--- config.mk ---
export PLATFORM = sky130hd
export DESIGN_NAME = audio_source_mixer
export DESIGN_NICKNAME = d
export VERILOG_FILES = /design/src/rtl/audio_source_mixer.sv
export SDC_FILE = /design/constraint.sdc
export NUM_CORES = 1
export LEC_CHECK = 0
export BUFFER_PORTS_ARGS = -buffer_cell sky130_fd_sc_hd__buf_4
export CAP_MARGIN = 10
export CORE_ASPECT_RATIO = 1.75
export CORE_UTILIZATION = 61
export CTS_BUF_LIST = sky130_fd_sc_hd__clkbuf_4 sky130_fd_sc_hd__clkbuf_8
export CTS_CLUSTER_DIAMETER = 30
export DETAILED_ROUTE_END_ITERATION = 8
export GPL_TIMING_DRIVEN = 0
export MAX_ROUTING_LAYER = met4
export PLACE_DENSITY = 0.87
export SLEW_MARGIN = 20
export SYNTH_ARGS = -nofsm -noshare
export SYNTH_HDL_FRONTEND = slang
export SYNTH_SLANG_ARGS = --single-unit
--- constraint.sdc ---
create_clock -name clk_i -period 5.8 [get_ports clk_i]
set_input_delay 0.29 -clock clk_i [delete_from_list [all_inputs] [get_ports clk_i]]
set_output_delay 0.29 -clock clk_i [all_outputs]
set_load 0.01 [all_outputs]
--- src/rtl/audio_source_mixer.sv ---
// N-channel time-multiplexed audio mixer with per-channel soft gain ramp.
// One MAC per channel per sample, then arithmetic shift and saturate.
module audio_source_mixer #(
  parameter int N_CH = 4,
  parameter int DW   = 24,
  parameter int GW   = 4,
  parameter int GF   = 3
) (
  input  logic                 clk_i,
  input  logic                 rst_i,
  input  logic                 sample_valid_i,
  input  logic [N_CH*DW-1:0]   ch_data_i,
  input  logic [N_CH*GW-1:0]   ch_gain_i,
  input  logic [N_CH-1:0]      ch_en_i,
  input  logic                 clr_overrun_i,
  output logic [DW-1:0]        mix_data_o,
  output logic                 mix_valid_o,
  output logic                 clip_o,
  output logic                 busy_o,
  output logic                 overrun_o
);

  localparam int PW = DW + GW + 1;
  localparam int AW = PW + $clog2(N_CH);
  localparam int IW = $clog2(N_CH);

  localparam logic signed [AW-1:0] SMAX =
    {{(AW-DW+1){1'b0}}, {(DW-1){1'b1}}};
  localparam logic signed [AW-1:0] SMIN =
    {{(AW-DW+1){1'b1}}, {(DW-1){1'b0}}};

  typedef enum logic [1:0] {
    S_IDLE, S_ACCUM, S_SAT, S_OUT
  } state_e;

  state_e                 state_q, state_d;
  logic [IW-1:0]          idx_q, idx_d;
  logic signed [AW-1:0]   acc_q, acc_d;
  logic signed [DW-1:0]   data_q [N_CH];
  logic signed [DW-1:0]   data_d [N_CH];
  logic [GW-1:0]          tgt_q  [N_CH];
  logic [GW-1:0]          tgt_d  [N_CH];
  logic [GW-1:0]          gain_q [N_CH];
  logic [GW-1:0]          gain_d [N_CH];
  logic [DW-1:0]          mix_q, mix_d;
  logic                   clip_q, clip_d;
  logic                   ovr_q, ovr_d;

  logic                   accept;
  logic                   drop;
  logic signed [PW-1:0]   dext, gext, prod;
  logic signed [AW-1:0]   shifted;

  always_comb begin
    state_d = state_q;
    idx_d   = idx_q;
    acc_d   = acc_q;
    data_d  = data_q;
    tgt_d   = tgt_q;
    gain_d  = gain_q;
    mix_d   = mix_q;
    clip_d  = clip_q;
    ovr_d   = ovr_q;

    accept  = sample_valid_i &&
              (state_q == S_IDLE || state_q == S_OUT);
    drop    = sample_valid_i &&
              (state_q == S_ACCUM || state_q == S_SAT);

    // gain is unsigned, so it is zero-extended into the signed product
    dext    = PW'(data_q[idx_q]);
    gext    = PW'(gain_q[idx_q]);
    prod    = dext * gext;
    shifted = acc_q >>> GF;

    if (clr_overrun_i) ovr_d = 1'b0;
    if (drop)          ovr_d = 1'b1;

    unique case (state_q)
      S_ACCUM: begin
        acc_d = acc_q + AW'(prod);
        if (gain_q[idx_q] < tgt_q[idx_q])
          gain_d[idx_q] = gain_q[idx_q] + GW'(1);
        else if (gain_q[idx_q] > tgt_q[idx_q])
          gain_d[idx_q] = gain_q[idx_q] - GW'(1);
        idx_d = idx_q + IW'(1);
        if (idx_q == IW'(N_CH - 1))
          state_d = S_SAT;
      end
      S_SAT: begin
        if (shifted > SMAX) begin
          mix_d  = SMAX[DW-1:0];
          clip_d = 1'b1;
        end else if (shifted < SMIN) begin
          mix_d  = SMIN[DW-1:0];
          clip_d = 1'b1;
        end else begin
          mix_d  = shifted[DW-1:0];
          clip_d = 1'b0;
        end
        state_d = S_OUT;
      end
      S_OUT:   state_d = S_IDLE;
      default: state_d = S_IDLE;
    endcase

    if (accept) begin
      for (int c = 0; c < N_CH; c++) begin
        data_d[c] = ch_data_i[c*DW +: DW];
        tgt_d[c]  = ch_en_i[c] ? ch_gain_i[c*GW +: GW] : '0;
      end
      acc_d   = '0;
      idx_d   = '0;
      state_d = S_ACCUM;
    end
  end

  always_ff @(posedge clk_i) begin
    if (rst_i) begin
      state_q <= S_IDLE;
      idx_q   <= '0;
      acc_q   <= '0;
      mix_q   <= '0;
      clip_q  <= 1'b0;
      ovr_q   <= 1'b0;
      for (int c = 0; c < N_CH; c++) begin
        data_q[c] <= '0;
        tgt_q[c]  <= '0;
        gain_q[c] <= '0;
      end
    end else begin
      state_q <= state_d;
      idx_q   <= idx_d;
      acc_q   <= acc_d;
      mix_q   <= mix_d;
      clip_q  <= clip_d;
      ovr_q   <= ovr_d;
      data_q  <= data_d;
      tgt_q   <= tgt_d;
      gain_q  <= gain_d;
    end
  end

  assign mix_data_o  = mix_q;
  assign clip_o      = clip_q;
  assign mix_valid_o = (state_q == S_OUT);
  assign busy_o      = (state_q == S_ACCUM) || (state_q == S_SAT);
  assign overrun_o   = ovr_q;

endmodule

# Yosys cells after proc, flatten, opt, wreduce, memory -nomap -nowiden
# Cells that the tools add are included.
# word_totals
ff_bits,189
elab_cells,75
out_inout_bits,28
input_bits,120
# op_classes
n_eq_ne,6
mux,28
n_bitwise,1
n_reduce_logical,10
multipliers,1
add_sub_neg,4
magnitude_cmp,6
# ops
cell,n
$mux W24,4
$bmux W24 S2,1
$mux W4,9
$bwmux W16,2
$mux W16,2
$add A31 B29 Y31,1
$mul A24 B5 Y29,1
$gt A28 B24 Y1 const B,1
$lt A28 B24 Y1 const B,1
$bmux W4 S2,2
$demux W4 S2,1
$eq A2 B2 Y1 const B,3
$mux W1,5
$add A4 B1 Y4 const B,1
$gt A4 B4 Y1,1
$lt A4 B4 Y1,1
$pmux W2 S2,1
$reduce_bool A2 Y1,2
$sub A4 B1 Y4 const B,1
$ge A3 B3 Y1 const B,1
$logic_and A1 B1 Y1,3
$lt A3 B1 Y1 const B,1
$ne A3 B3 Y1 const B,1
$not A2 Y3,1
8 further kinds,9

# Depth between registers and ports, before layout
# Gate-level depths: netlist of the first run.
# logic_depth
depth_word,8
mapped_depth,20
ltp_nobuf,17

# Least setup slack after synthesis of the first run
# OpenSTA, ideal clock, no wires.
# synth_timing
path_type,reg-to-reg
startpoint,register idx_q[1]
endpoint,register acc_q[28]
t_required_ns,5.677
setup_ns,0.123
stages_incl_launch_ff,19
arrival_ns,4.910
setup_slack_ns,0.767
synth_period_minus_slack_ns,5.033
n_path_buf,2
cell_sequence,dfxtp_1 clkbuf_1 buf_2 mux4_2 and2_1 fa_1 inv_1 fa_1 fa_1 inv_1 ha_1 a211oi_1 o21bai_1 a21o_1 a41oi_2 o31ai_2 a221oi_2 xor2_1 a21oi_1
# synth_via
elab_chain_cells,6
elab_cells_between_ends,9
classes_between,1 x add/sub; 1 x mul; 6 x mux; 1 x bitwise
# synth_rtl
element,line_no,rtl
start: declaration,37,"logic [IW-1:0] idx_q, idx_d;"
start signal: assignment,133,idx_q <= idx_d;
$not A2 Y3 (not written as such) (*),"71, 72",
$bmux W24 S2 / $bmux W4 S2 (equally long branches),"71, 72",
$mux W24 (not written as such) / $mux W4 (equally long branches) (2 in series),"71, 72",
$mul A24 B5 Y29 (*),73,prod = dext * gext;
$add A31 B29 Y31 (*),81,acc_d = acc_q + AW'(prod);
end signal: assignment,122,acc_q <= '0;
end signal: assignment,134,acc_q <= acc_d;
end: declaration,38,"logic signed [AW-1:0] acc_q, acc_d;"
# Mark *: on every way between the ends. The rest lies on a longest branch, timed or not. The select of a mux whose other input is x is not followed.
# A chain may end at the register's enable or synchronous reset.

# Final worst setup path of the first run
# layout_timing
startpoint,register idx_q[0]
endpoint,register acc_q[28]
# The elaborated chain is that of the path after synthesis.

==> results of run 1 <==
## worst register-to-register path, stage by stage, from the launching register on
cell	delay, ns
sky130_fd_sc_hd__dfxtp_1	0.38
sky130_fd_sc_hd__clkbuf_4	0.25
sky130_fd_sc_hd__mux4_2	0.66
sky130_fd_sc_hd__buf_2	0.27
sky130_fd_sc_hd__and2_1	0.19
sky130_fd_sc_hd__fa_1	0.50
sky130_fd_sc_hd__inv_1	0.05
sky130_fd_sc_hd__fa_1	0.46
sky130_fd_sc_hd__fa_1	0.55
sky130_fd_sc_hd__inv_1	0.05
sky130_fd_sc_hd__ha_1	0.39
sky130_fd_sc_hd__a211oi_1	0.29
sky130_fd_sc_hd__o21bai_1	0.18
sky130_fd_sc_hd__a21o_1	0.27
sky130_fd_sc_hd__a41oi_4	0.33
sky130_fd_sc_hd__o31ai_2	0.18
sky130_fd_sc_hd__a221oi_2	0.28
sky130_fd_sc_hd__xor2_1	0.17
sky130_fd_sc_hd__a21oi_1	0.07
## state kept, by name, indices dropped and copies added (netlist names), named ones only
register / cells
acc_q: 31
clip_o: 1
mix_data_o: 24
state_q: 2
overrun_o: 1
gain_q: 12
tgt_q: 16
idx_q: 2
data_q: 96
## cells by family after synthesis
family | count (synthesis) | share of synthesized area
compound gates | 285 | 0.132
xor+xnor | 35 | 0.0248
fa+ha+maj | 156 | 0.206
buf+inv | 229 | 0.0710
flops | 189 | 0.306
mux | 58 | 0.0792
simple gates | 476 | 0.181
## per-layer routing
metal  track usage  routed length (um)  vias to the layer above  part of all wire
li1              -                   -                     5018                 -
met1         0.363               12000                     5159              0.34
met2         0.637               18600                      511              0.53
met3        0.0472                1890                      197             0.054
met4         0.247                2330                        0             0.067
met5             -                   0                        -                 0
## layout by cell type (no fill, tap or decap), types with 6 or more instances in the layout
master / instances
sky130_fd_sc_hd__mux4_2: 32
sky130_fd_sc_hd__and2_1: 94
sky130_fd_sc_hd__nand3_1: 24
sky130_fd_sc_hd__o21ai_1: 9
sky130_fd_sc_hd__clkbuf_8: 17
sky130_fd_sc_hd__dfxtp_1: 189
sky130_fd_sc_hd__o21ai_0: 45
sky130_fd_sc_hd__fa_1: 80
sky130_fd_sc_hd__nand3b_1: 9
sky130_fd_sc_hd__inv_1: 152
sky130_fd_sc_hd__xor2_1: 12
sky130_fd_sc_hd__nor2_1: 47
sky130_fd_sc_hd__a21oi_1: 169
sky130_fd_sc_hd__nand2_1: 243
sky130_fd_sc_hd__xnor2_1: 23
sky130_fd_sc_hd__mux2i_1: 26
sky130_fd_sc_hd__nand2b_1: 30
sky130_fd_sc_hd__ha_1: 76
sky130_fd_sc_hd__nand4_1: 6
sky130_fd_sc_hd__buf_4: 146
sky130_fd_sc_hd__a21o_1: 23
sky130_fd_sc_hd__clkbuf_1: 62
## power by group through the flow
stage	Sequential [uW]	Combinational [uW]	Clock, uW
after floorplan	1520	915	0
after global routing	1530	1510	930
after CTS	1510	1370	885
final	1520	1390	887
after global placement	1530	1320	0
after detailed placement	1540	1360	0
## layout make-up
cell class                 count  area (um2)  area share
clock buffer                  17         234      0.0164
tap                          245         307      0.0215
timing repair buffer         146        1100      0.0770
inverter                     152         571      0.0401
sequential                   189        3780       0.266
multi-input combinational   1010        7760       0.545
clock inverter                15         153      0.0107
buffer                        77         333      0.0234
## worst paths after layout
path,endpoint,slack (ns),cells after the start
setup / recovery,acc_q[28],0.17,18
hold / removal,data_q[76],0.02,3
setup reg to reg,acc_q[28],0.17,18
hold reg to reg,data_q[49],0.46,2
## metrics by stage
stage          instance area [um2]   util  hold WS, ns
2_1_floorplan                12400      -        0.426
3_3_place_gp                 13800  0.695        0.437
3_5_place_dp                 13800  0.695        0.444
4_1_cts                      14200  0.715       0.0173
5_1_grt                      14200  0.718      0.00969
6_report                     14200  0.718       0.0182
## timing repair
action,in CTS,in global routing
endpoints found under the hold margin,0,0
gates resized for setup,5,16
endpoints found under the setup margin,8,12
==> flow_results.org, run 1 <==
** Synthesis
- Synthesis instantiated 58 different standard cells from the library.
- Share of synthesized flip-flops with an asynchronous set or reset :: 0
- Prevailing post-synth register cell :: sky130_fd_sc_hd__dfxtp_1
- Dividing the synthesized area by the synthesized cell count gives 8.67 um2.
- Area contributors post-synth :: sky130_fd_sc_hd__dfxtp_1, sky130_fd_sc_hd__fa_1, sky130_fd_sc_hd__ha_1
- Of the synthesized area, sequential elements account for 0.306.
- In the post-synthesis netlist, the cell with the most instances is sky130_fd_sc_hd__nand2_1.
- Post-synth top cells :: sky130_fd_sc_hd__nand2_1, sky130_fd_sc_hd__dfxtp_1, sky130_fd_sc_hd__a21oi_1
- Yosys warnings :: 0
- Top-area cell type share of the netlist area :: 0.306
- The biggest area contributor in the post-synthesis netlist is sky130_fd_sc_hd__dfxtp_1.
- Yosys mapped a number of flops with a built-in enable equal to 0.
- Instance count of the mapped netlist :: 1428
- Post-synthesis cell area :: 12400 um2
- The synthesized design contains 189 register bits.
- The number of nets in the synthesized netlist is 1704.

** CTS
- H-tree Lvls :: 4
- For this design, the CTS-stage hold fixing added 0 buffers.
- Post-CTS timing repair inserted 0 buffers for setup.
- After clock tree synthesis, the clock-pin slew on the worst setup and hold paths is 0.11 ns.
- Cell at the root of the clock tree :: sky130_fd_sc_hd__clkbuf_8
- No sink is reached through more buffers than the 2 on the longest clock path.
- At the later pin of the worst-skew pair, clock insertion delay measures 0.51 ns.
- Number of buffers added by the clock tree synthesis step :: 17
- TritonCTS built the clock tree.
- The clock net in this run drives a total of 189 sinks.

** Worst hold path
- The min-delay analysis places its worst path in the category in -> reg.
- Startpoint of the lowest-slack hold path :: ch_data_i[4]

** Critical path
- The largest individual stage delay along the critical path comes from the cell sky130_fd_sc_hd__mux4_2.
- Critical Path Fanout Max :: 11
- The startpoint identified for the worst register-to-register timing path is idx_q[0].
- In this run the worst setup path begins at idx_q[0].
- Traced cell by cell, the critical path runs through clkbuf_4 > mux4_2 > buf_2 > and2_1 > fa_1 > inv_1 > fa_1 > fa_1 > inv_1 > ha_1 > a211oi_1 > o21bai_1 > a21o_1 > a41oi_4 > o31ai_2 > a221oi_2 > xor2_1 > a21oi_1.
- By instance count, the cell type seen most on the critical path is sky130_fd_sc_hd__fa_1.
- STA classifies the critical path startpoint as a flip-flop.
- Together, buffers and inverters on the worst path number 4.
- Among cell families on the critical path, the largest total delay comes from adder cells.
- The worst setup path is captured at a flip-flop.
- The worst setup path is of the reg -> reg kind.
- On the worst path, the slowest cell contributes a delay of 0.66 ns.
- For the worst setup path, the data arrival time is 6.02 ns.
- Data on the critical path is required at its endpoint by 6.19 ns.

** Pwr
- The internal portion of the total power is 2260 uW.
- Of the total power, the clock network draws 0.234.
- Switching pwr :: 1530 uW
- Peak supply drop :: 0.326 mV
- Share of power burned in combinational logic :: 0.366
- After layout, the design draws a total of 3790 uW.
- The share of total power dissipated in sequential elements is 0.400.
- The analysis attributes to cell leakage a power of 0.00649 uW.
- Switching part of the total :: 0.403
- Power density over the cells :: 267 nW/um2

** Detailed routing
- Via total after detailed routing :: 10885
- Vias per inst :: 5.88
- After the first detailed-routing iteration, the DRC count stood at 602.
- The count of nets left with antenna violations once routing finished came out at 0.
- Average detailed-routed wire length per instance :: 18.8 um
- The final layout contains routed wiring with a total length of 34.8 mm.
- Final routed DRC violation total :: 0
- The first TritonRoute pass finished after 5 iterations.

** Run status
- The flow ran to the end, and the final reports show no timing, DRC or antenna violations.

** GRT
- Vias in the first global route :: 11130
- For this run the aggregate overflow at the end of global routing stands at 0.
- The initial antenna violation count was 0.
- Global-route wire length before repair :: 54.6 mm
- Maximum number of pins on one net before global-route repair :: 20
- In the global route stage, overall resource usage came out at 0.362.

** STA
- Setup repair after global routing could not meet its margin everywhere.
- For the finished layout, the period the worst path requires is 5.63 ns.
- For the final routed database, the setup TNS stands at 0 ns.
- Timing would allow up to 178 MHz.
- Setup violations remaining at the end of the flow were counted as 0.
- Transition time of the tightest slew-check pin :: 1.01 ns
- The clock arrives with 0.0172 ns of skew.
- In this run the tightest slew margin relative to its limit is 0.323.
- Of the available clock period, the critical path in the final layout requires 0.970.
- Final hold violation count :: 0
- Setup slack on the critical path of the routed design comes to 0.171 ns.
- The count of final max-slew check failures was 0.

** Finish
- Layout Nets :: 1869
- Layout-stage area growth over the synthesis result :: 15.0%
- Diodes inserted :: 0
- Filler-free cell count of the finished design :: 1851
- In the final layout, the share of cells above drive strength 1 is 0.149.
- Filler instances :: 1480

** Floorplan
- After floorplanning, the core was divided into 68 placement rows.
- Height of the die :: 190 um
- The die is 110 um wide.
- The initial utilization of the core area, before any placement, comes to 0.624.
- 148 I/O pins were placed.
- The die covers 20900 um2.
- Total core area :: 19800 um2

** Place
- Pre-CTS WS :: -0.331 ns
- Routability congestion estimate from global placement :: 0.933
- Counting tap cells, the placed design contains a total of 1819 instances.
- DP HPWL :: 27.6 mm
- Count of buffers from port buffering :: 146

** Flow run
- Number of violations of the max-capacitance limit :: 0
No activity file was read; power rests on OpenSTA's default activity.
==> run 2, diff against run 1 <==
--- a/config.mk
+++ b/config.mk
@@ -5,16 +5,16 @@
 export SDC_FILE = /design/constraint.sdc
 export NUM_CORES = 1
 export LEC_CHECK = 0
-export BUFFER_PORTS_ARGS = -buffer_cell sky130_fd_sc_hd__buf_4
 export CAP_MARGIN = 10
 export CORE_ASPECT_RATIO = 1.75
 export CORE_UTILIZATION = 61
 export CTS_BUF_LIST = sky130_fd_sc_hd__clkbuf_4 sky130_fd_sc_hd__clkbuf_8
 export CTS_CLUSTER_DIAMETER = 30
 export DETAILED_ROUTE_END_ITERATION = 8
+export DONT_BUFFER_PORTS = 1
 export GPL_TIMING_DRIVEN = 0
 export MAX_ROUTING_LAYER = met4
-export PLACE_DENSITY = 0.87
+export PLACE_DENSITY = 0.81
 export SLEW_MARGIN = 20
 export SYNTH_ARGS = -nofsm -noshare
 export SYNTH_HDL_FRONTEND = slang
==> run 2 against run 1 <==
Effect of this change: final cell count is 1.6% lower; global-route usage grew 4.6 points; setup slack got worse by 0.050 ns; sequential power is essentially flat; non-clock buffer count is 31 lower; maximum frequency decreased by 0.89%; clock-buffer cell count is the same; clock power grew 3.2%; critical path type unchanged; sequential share of layout area decreased by 0.12 points; cell area grew 0.45%.
==> flow_results.org, run 2 (synthesized netlist as in run 1, its figures left out) <==
** Critical path
- Kind of capture point of the worst setup path :: flip-flop
- The data required time of the worst path was 6.18 ns (about the same).
- The most critical setup path has its startpoint at idx_q[1].
- CP Class :: reg -> reg
- Arrival time of data at the critical path endpoint :: 6.06 ns (+0.04 ns)
- The highest fanout seen on the critical path is 10 (-1).
- The startpoint identified for the worst register-to-register timing path is idx_q[1].
- Reg-to-Reg End :: acc_q[29]
- The setup slack of the worst register-to-register path came to 0.12 ns (-0.05 ns).
- The worst setup path is launched from a flip-flop.
- The cell depth of the worst flop-to-flop path came to 20 (+2).

** Pwr
- Sequential share of power :: 0.394 (-0.006)
- The switching power was 1600 uW (+4.8%).
- Power density over the cells :: 273 nW/um2 (+2.3%)
- LEAKAGE :: 0.00625 uW (-3.8%)
- The proportion of power drawn by the clock network came to 0.235 (about the same).
- The internal power component is 2290 uW (+1.3%).
- The combinational cell fraction of total power is 0.371 (+0.005).
- Switching part of the total :: 0.411 (+0.00804)
- The largest vdd supply drop came to 0.280 mV (-14%).

** STA
- The number of endpoints failing setup at the final stage is 0 (unchanged).
- The final hold violation count is 0 (unchanged).
- The slack of the critical path was 0.121 ns (-0.0503 ns).
- The count of final max-slew check failures is 0 (unchanged).
- Fmax achieved :: 176 MHz (-0.89%)
- The minimum clock period after layout was 5.68 ns (+0.0503 ns).
- Post-route clock period utilization :: 0.979 (+0.00868)
- Worst slack on hold paths :: 0.0176 ns (-0.000566 ns)
- Worst clock skew :: 0.0293 ns (+0.0121 ns)
- Transition time of the tightest slew-check pin :: 0.890 ns (-0.125 ns)
- The relative slew slack was 0.407 (+0.0832).

** Worst hold path
- In this run the most critical hold path is launched from ch_gain_i[7].
- The number of cells on the worst hold path was 2 (-1).
- In this run the worst hold path is classified as in -> reg.
- Hold path endpoint :: tgt_q[11]

** GRT
- The via count of the first global-routing pass was 12163 (+9.3%).
- The initial antenna violation count came to 2 (+2).
- The pin count of the biggest net entering global routing was 19 (-5.0%).
- Global-route wire length before repair :: 61.4 mm (+12%)
- The aggregate global routing overflow was 0 (unchanged).
- Global router's overall resource usage :: 0.408 (+0.0458)

** Place
- The count of input and output buffers is 0 (-100%).
- The pre-CTS worst setup slack is -0.276 ns (+0.0557 ns).
- The instance area at placement came to 12700 um2 (-8.0%).
- The HPWL after detailed placement came to 26.9 mm (-2.6%).
- Routability congestion estimate from global placement :: 0.937 (+0.41%)

** CTS
- CTS placed an instance of sky130_fd_sc_hd__clkbuf_8 at the clock tree root.
- The clock-pin transition on the worst setup and hold timing paths came to 0.11 ns (about the same).
- Clock sink total :: 189 (unchanged)
- Clock latency reported for the late side of the worst-skew pair :: 0.50 ns (about the same)
- Clock tree from TritonCTS :: done
- H-tree Lvls :: 4 (unchanged)
- The clock buffer count from CTS came to 17 (unchanged).
- Maximum buffer depth of the clock tree :: 2 (unchanged)

** Detailed routing
- The per-cell via count in the routed design came to 6.25 (+6.3%).
- The average wire length per cell after detail routing came to 21.6 um (+15%).
- Antenna-violating nets left :: 0 (unchanged)
- The number of DRC markers in iteration 0 was 885 (+47%).
- The met3 routed wirelength is 2.67 mm (+41%).
- The number of vias after detailed routing is 11388 (+4.6%).
- The detailed-route wire length came to 39.4 mm (+13%).
- Wire length on met2 :: 20.1 mm (+8.3%)
- Top layer used by detailed routing :: met4
- The first-pass iteration count of the detailed router was 6 (+1).
- Wire length on met1 :: 12.7 mm (+5.4%)
- Final routed DRC violation total :: 0 (unchanged)

** Run status
- Status :: complete, no violations

** Finish
- More flip-flops sit in one register than any other, and that register is data_q.
- Most frequent standard cell in the layout excluding fill and tap cells :: sky130_fd_sc_hd__nand2_1
- The library cells used most frequently in the layout, excluding fill and tap cells, are sky130_fd_sc_hd__nand2_1, sky130_fd_sc_hd__dfxtp_1, sky130_fd_sc_hd__a21oi_1.
- Max reg flops :: 96 (unchanged)
- Compared with the post-synthesis result, the final layout area differs by 15.5%.
- Fraction of layout cells with a size suffix above 1 :: 0.0622 (-0.0872)
- The layout net count came to 1838 (-1.7%).
- The post-layout instance area was 14300 um2 (+0.45%).

** Floorplan
- The placeable core region is 19800 um2 (unchanged).
- Top-level port count :: 148 (unchanged)
- Height of the die :: 190 um (unchanged)
- The number of core rows came to 68 (unchanged).
- Die width :: 110 um (unchanged)
- Initial core utilization :: 0.624 (unchanged)
- Total Die Area :: 20900 um2 (unchanged)

** Flow run
- The max-cap check violation count came to 0 (unchanged).
## run 2: what timing repair did
item / CTS / global route
endpoints found under the hold margin: 112 / 0
hold buffers: 114 / 0
resized for setup: 6 / 21
buffers inserted: 0 / 1
endpoints found under the setup margin: 7 / 10
cloned: 0 / 0
## run 2: final cells by class
| type | count | area [um2] |
|---|---|---|
| Buffer | 77 | 338 |
| Multi-Input combinational cell | 1010 | 7760 |
| Clock buffer | 17 | 234 |
| Tap cell | 245 | 307 |
| Clock inverter | 15 | 153 |
| Timing Repair Buffer | 115 | 1150 |
| Antenna cell | 2 | 5.00 |
| Inverter | 152 | 571 |
| Fill cell | 1371 | 5520 |
| Sequential cell | 189 | 3780 |
## run 2: routing by layer
layer / vias up / GRT usage
li1: 4943 / -
met1: 5332 / 0.391
met2: 775 / 0.693
met3: 338 / 0.0728
met4: 0 / 0.343
met5: - / -
## run 2: worst max-delay path by stage
stage	to	slack (ns)	cells after the start
after floorplan	acc_q[28]	0.77	18
after global placement	acc_q[29]	-0.26	20
after detailed placement	acc_q[29]	-0.28	20
after CTS	acc_q[22]	0.02	18
after global routing	acc_q[22]	-0.03	18
final	acc_q[29]	0.12	20
## run 2: critical path, stage by stage, from the launching register on
cell and delay, ns:
sky130_fd_sc_hd__dfxtp_1 0.38, sky130_fd_sc_hd__clkbuf_2 0.29, sky130_fd_sc_hd__buf_6 0.25, sky130_fd_sc_hd__clkbuf_4 0.27, sky130_fd_sc_hd__mux4_2 0.39, sky130_fd_sc_hd__and2_1 0.21
sky130_fd_sc_hd__fa_1 0.47, sky130_fd_sc_hd__fa_1 0.49, sky130_fd_sc_hd__inv_1 0.05, sky130_fd_sc_hd__fa_1 0.53, sky130_fd_sc_hd__inv_1 0.05, sky130_fd_sc_hd__ha_1 0.28
sky130_fd_sc_hd__clkbuf_1 0.18, sky130_fd_sc_hd__a21o_1 0.21, sky130_fd_sc_hd__a2111oi_1 0.48, sky130_fd_sc_hd__o311ai_0 0.28, sky130_fd_sc_hd__o211ai_1 0.22, sky130_fd_sc_hd__o21ai_0 0.12
sky130_fd_sc_hd__a21oi_1 0.18, sky130_fd_sc_hd__xor2_1 0.17, sky130_fd_sc_hd__o21ai_1 0.07
## run 2: power by group through the flow
stage	Clock (uW)	Sequential [uW]	Combinational (uW)
floorplan	0	1520	915
global placement	0	1540	1240
detailed placement	0	1550	1270
CTS	891	1520	1350
global route	948	1540	1550
finish	915	1540	1450
## run 2: stage by stage
stage	std cells	power [uW]	util	TNS, ns
2_1_floorplan	1428	2430	-	0
3_3_place_gp	1673	2780	0.640	-0.834
3_5_place_dp	1673	2820	0.640	-0.974
4_1_cts	1819	3760	0.717	0
5_1_grt	1822	4040	0.721	-0.0316
6_report	1822	3900	0.721	0
==> run 3, diff against run 2 <==
--- a/config.mk
+++ b/config.mk
@@ -15,6 +15,7 @@
 export GPL_TIMING_DRIVEN = 0
 export MAX_ROUTING_LAYER = met4
 export PLACE_DENSITY = 0.81
+export REMOVE_ABC_BUFFERS = 1
 export SLEW_MARGIN = 20
 export SYNTH_ARGS = -nofsm -noshare
 export SYNTH_HDL_FRONTEND = slang
==> run 3 against run 2 <==
Effect of this change: die area stayed put; combinational power fell by 10%; clock power rose by 2%; clock-buffer cell count grew 5; via count down 8.6%; flip-flop and latch count stayed put; utilization down 0.43 points.
==> flow_results.org, run 3 (synthesized netlist as in run 1, its figures left out) <==
** Run status
- The run finished with clean final reports.

** STA
- Worst clock skew :: 0.0210 ns (-0.00831 ns)
- Transition time of the tightest slew-check pin :: 1.07 ns (+0.181 ns)
- Final TNS setup :: 0 ns (unchanged)
- The relative slew slack was 0.286 (-0.121).
- The maximum operating frequency came to 179 MHz (+1.9%).
- Setup ws final :: 0.226 ns (+0.105 ns)
- Max-slew violation count :: 0 (unchanged)
- Number of setup violations in the final report :: 0 (unchanged)
- RSZ-0062 raised after global routing :: no
- Time the worst path needs with I/O delays and setup :: 5.57 ns (-0.105 ns)
- The fraction of the cycle the final worst path needs came to 0.961 (-0.0181).
- The final hold violation count came to 0 (unchanged).

** Finish
- Counting flops per register, the top entry is data_q.
- The layout net count was 1774 (-3.5%).
- Most frequent cells in the layout :: sky130_fd_sc_hd__nand2_1, sky130_fd_sc_hd__dfxtp_1, sky130_fd_sc_hd__a21oi_1
- Max reg flops :: 96 (unchanged)
- Filler instances :: 1375 (+0.29%)
- The layout cell share with drive strength beyond 1 was 0.0629 (+0.000650).
- Most frequent standard cell in the layout excluding fill and tap cells :: sky130_fd_sc_hd__nand2_1
- Layout-stage area growth over the synthesis result :: 14.8%

** Pwr
- Peak supply drop :: 0.332 mV (+19%)
- Power density over the cells :: 265 nW/um2 (-2.6%)
- The static leakage was 0.00619 uW (-0.95%).

** Detailed routing
- The average wire length per cell after detail routing was 18.4 um (-15%).
- The number of DRC markers in iteration 0 is 634 (-28%).
- Via total after detailed routing :: 10405 (-8.6%)
- Drt total wl :: 32.3 mm (-18%)
- Number of iterations in the first detailed-routing pass :: 6 (unchanged)
- The number of remaining DRC errors came to 0 (unchanged).
- Antenna-violating nets left :: 0 (unchanged)
- Vias per inst :: 5.92 (-5.3%)

** Floorplan
- Total Die Area :: 20900 um2 (unchanged)
- The chip width came to 110 um (unchanged).
- The number of core rows came to 68 (unchanged).
- Height of the die :: 190 um (unchanged)
- The placeable core region was 19800 um2 (unchanged).
- Top-level port count :: 148 (unchanged)
- The initial standard-cell utilization of the core is 0.624 (unchanged).

** CTS
- Number of buffers added by the clock tree synthesis step :: 17 (unchanged)
- Clock latency reported for the late side of the worst-skew pair :: 0.50 ns (about the same)
- Maximum buffer depth of the clock tree :: 2 (unchanged)
- H-tree Lvls :: 4 (unchanged)
- The root buffer cell chosen for the clock tree is sky130_fd_sc_hd__clkbuf_8.
- The number of clock sinks is 189 (unchanged).
- Post-CTS setup buffer count :: 0 (unchanged)
- Clock tree from TritonCTS :: done
- The clock-pin transition on the worst setup and hold timing paths came to 0.10 ns (about the same).

** GRT
- Vias in the first global route :: 10682 (-12%)
- GR Overflow Total :: 0 (unchanged)
- The wire length of the first global-routing pass is 51.1 mm (-17%).
- The pin count of the biggest net entering global routing came to 150 (+131).
- The initial antenna violation count is 1 (-1).
- The overall routing resource usage came to 0.332 (-0.0760).

** Critical path
- Critical path launch point type :: flip-flop
- CP Class :: reg -> reg
- The highest fanout seen on the critical path was 23 (+13).
- Kind of capture point of the worst setup path :: flip-flop
- Worst EP required :: 6.19 ns (about the same)
- Arrival time of data at the critical path endpoint :: 5.97 ns (-0.09 ns)

** Place
- Count of buffers from port buffering :: 0 (unchanged)
- DP HPWL :: 19.7 mm (-27%)
- Routability congestion estimate from global placement :: 0.906 (-3.3%)
- The pre-CTS worst setup slack came to -0.0304 ns (+0.245 ns).

** Flow run
- Number of violations of the max-capacitance limit :: 0 (unchanged)

** Worst hold path
- Path type of the worst min-delay path :: in -> reg
run 3: cell count changes in the layout (fill, tap and decap cells not counted), sizes merged:
| cell | change |
|---|---|
| mux4 | +2 |
| inv | -4 |
| clkbuf | -62 |
| diode | -1 |
| bufinv | +1 |
| buf | -4 |
| clkinvlp | +1 |
| clkinv | -3 |
| dlygate4sd3 | +5 |
run 3: timing repair:
action                                 CTS  global route
setup endpoints to repair                1            10
endpoints found under the hold margin  149             0
hold buffers                           120             0
resized for setup                        0             4
cloned                                   1             1
run 3: final timing paths:
check             depth (start not counted)         to  slack, ns      start
setup / recovery                         17  acc_q[28]       0.23   idx_q[0]
hold / removal                            3  acc_q[28]       0.04      rst_i
setup reg to reg                         17  acc_q[28]       0.23   idx_q[0]
hold reg to reg                           2  data_q[6]       0.46  data_q[6]
run 3: layout make-up:
| class | instances | area [um2] | share of cell area |
|---|---|---|---|
| tap | 245 | 307 | 0.0216 |
| multi-input combinational | 1012 | 7790 | 0.548 |
| timing repair buffer | 126 | 1340 | 0.0940 |
| inverter | 152 | 571 | 0.0401 |
| clock buffer | 22 | 284 | 0.0200 |
| sequential | 189 | 3790 | 0.267 |
| antenna | 1 | 2.50 | 0.000176 |
| clock inverter | 10 | 129 | 0.00907 |
run 3: layer usage:
layer,global-route usage,routed length (um),part of all wire,up-vias
met3,0.0578,1950,0.061,162
met2,0.581,17000,0.53,442
met4,0.189,2030,0.063,0
met5,-,0,0,-
met1,0.343,11300,0.35,4959
li1,-,-,-,4842
run 3: critical path, cell delays in order (launching register included):
cell and delay (ns):
sky130_fd_sc_hd__dfxtp_4 0.55, sky130_fd_sc_hd__buf_12 0.25, sky130_fd_sc_hd__mux4_2 0.72, sky130_fd_sc_hd__and2_1 0.23
sky130_fd_sc_hd__fa_1 0.50, sky130_fd_sc_hd__inv_1 0.04, sky130_fd_sc_hd__fa_1 0.47, sky130_fd_sc_hd__fa_1 0.56
sky130_fd_sc_hd__inv_1 0.06, sky130_fd_sc_hd__ha_1 0.36, sky130_fd_sc_hd__a211oi_1 0.26, sky130_fd_sc_hd__o21bai_1 0.14
sky130_fd_sc_hd__a21o_1 0.24, sky130_fd_sc_hd__a41oi_2 0.32, sky130_fd_sc_hd__o31ai_2 0.17, sky130_fd_sc_hd__a221oi_2 0.27
sky130_fd_sc_hd__xor2_1 0.21, sky130_fd_sc_hd__a21oi_1 0.08
run 3: metrics by stage:
stage          std cells  utilization  area [um2]  power, uW  hold slack, ns
2_1_floorplan       1351            -       12100       2390           0.359
3_3_place_gp        1596        0.624       12400       2650           0.375
3_5_place_dp        1602        0.631       12500       2720           0.374
4_1_cts             1755        0.715       14200       3730         0.00719
5_1_grt             1757        0.717       14200       3980          0.0364
6_report            1757        0.717       14200       3770          0.0351
run 3: where the power goes:
| part | leakage [uW] | switching, uW | total [uW] | internal (uW) |
|---|---|---|---|---|
| registers | 0.00154 | 106 | 1540 | 1430 |
| logic | 0.00444 | 798 | 1300 | 505 |
| clock network | 0.000203 | 502 | 930 | 428 |
| total | 0.00619 | 1410 | 3770 | 2370 |
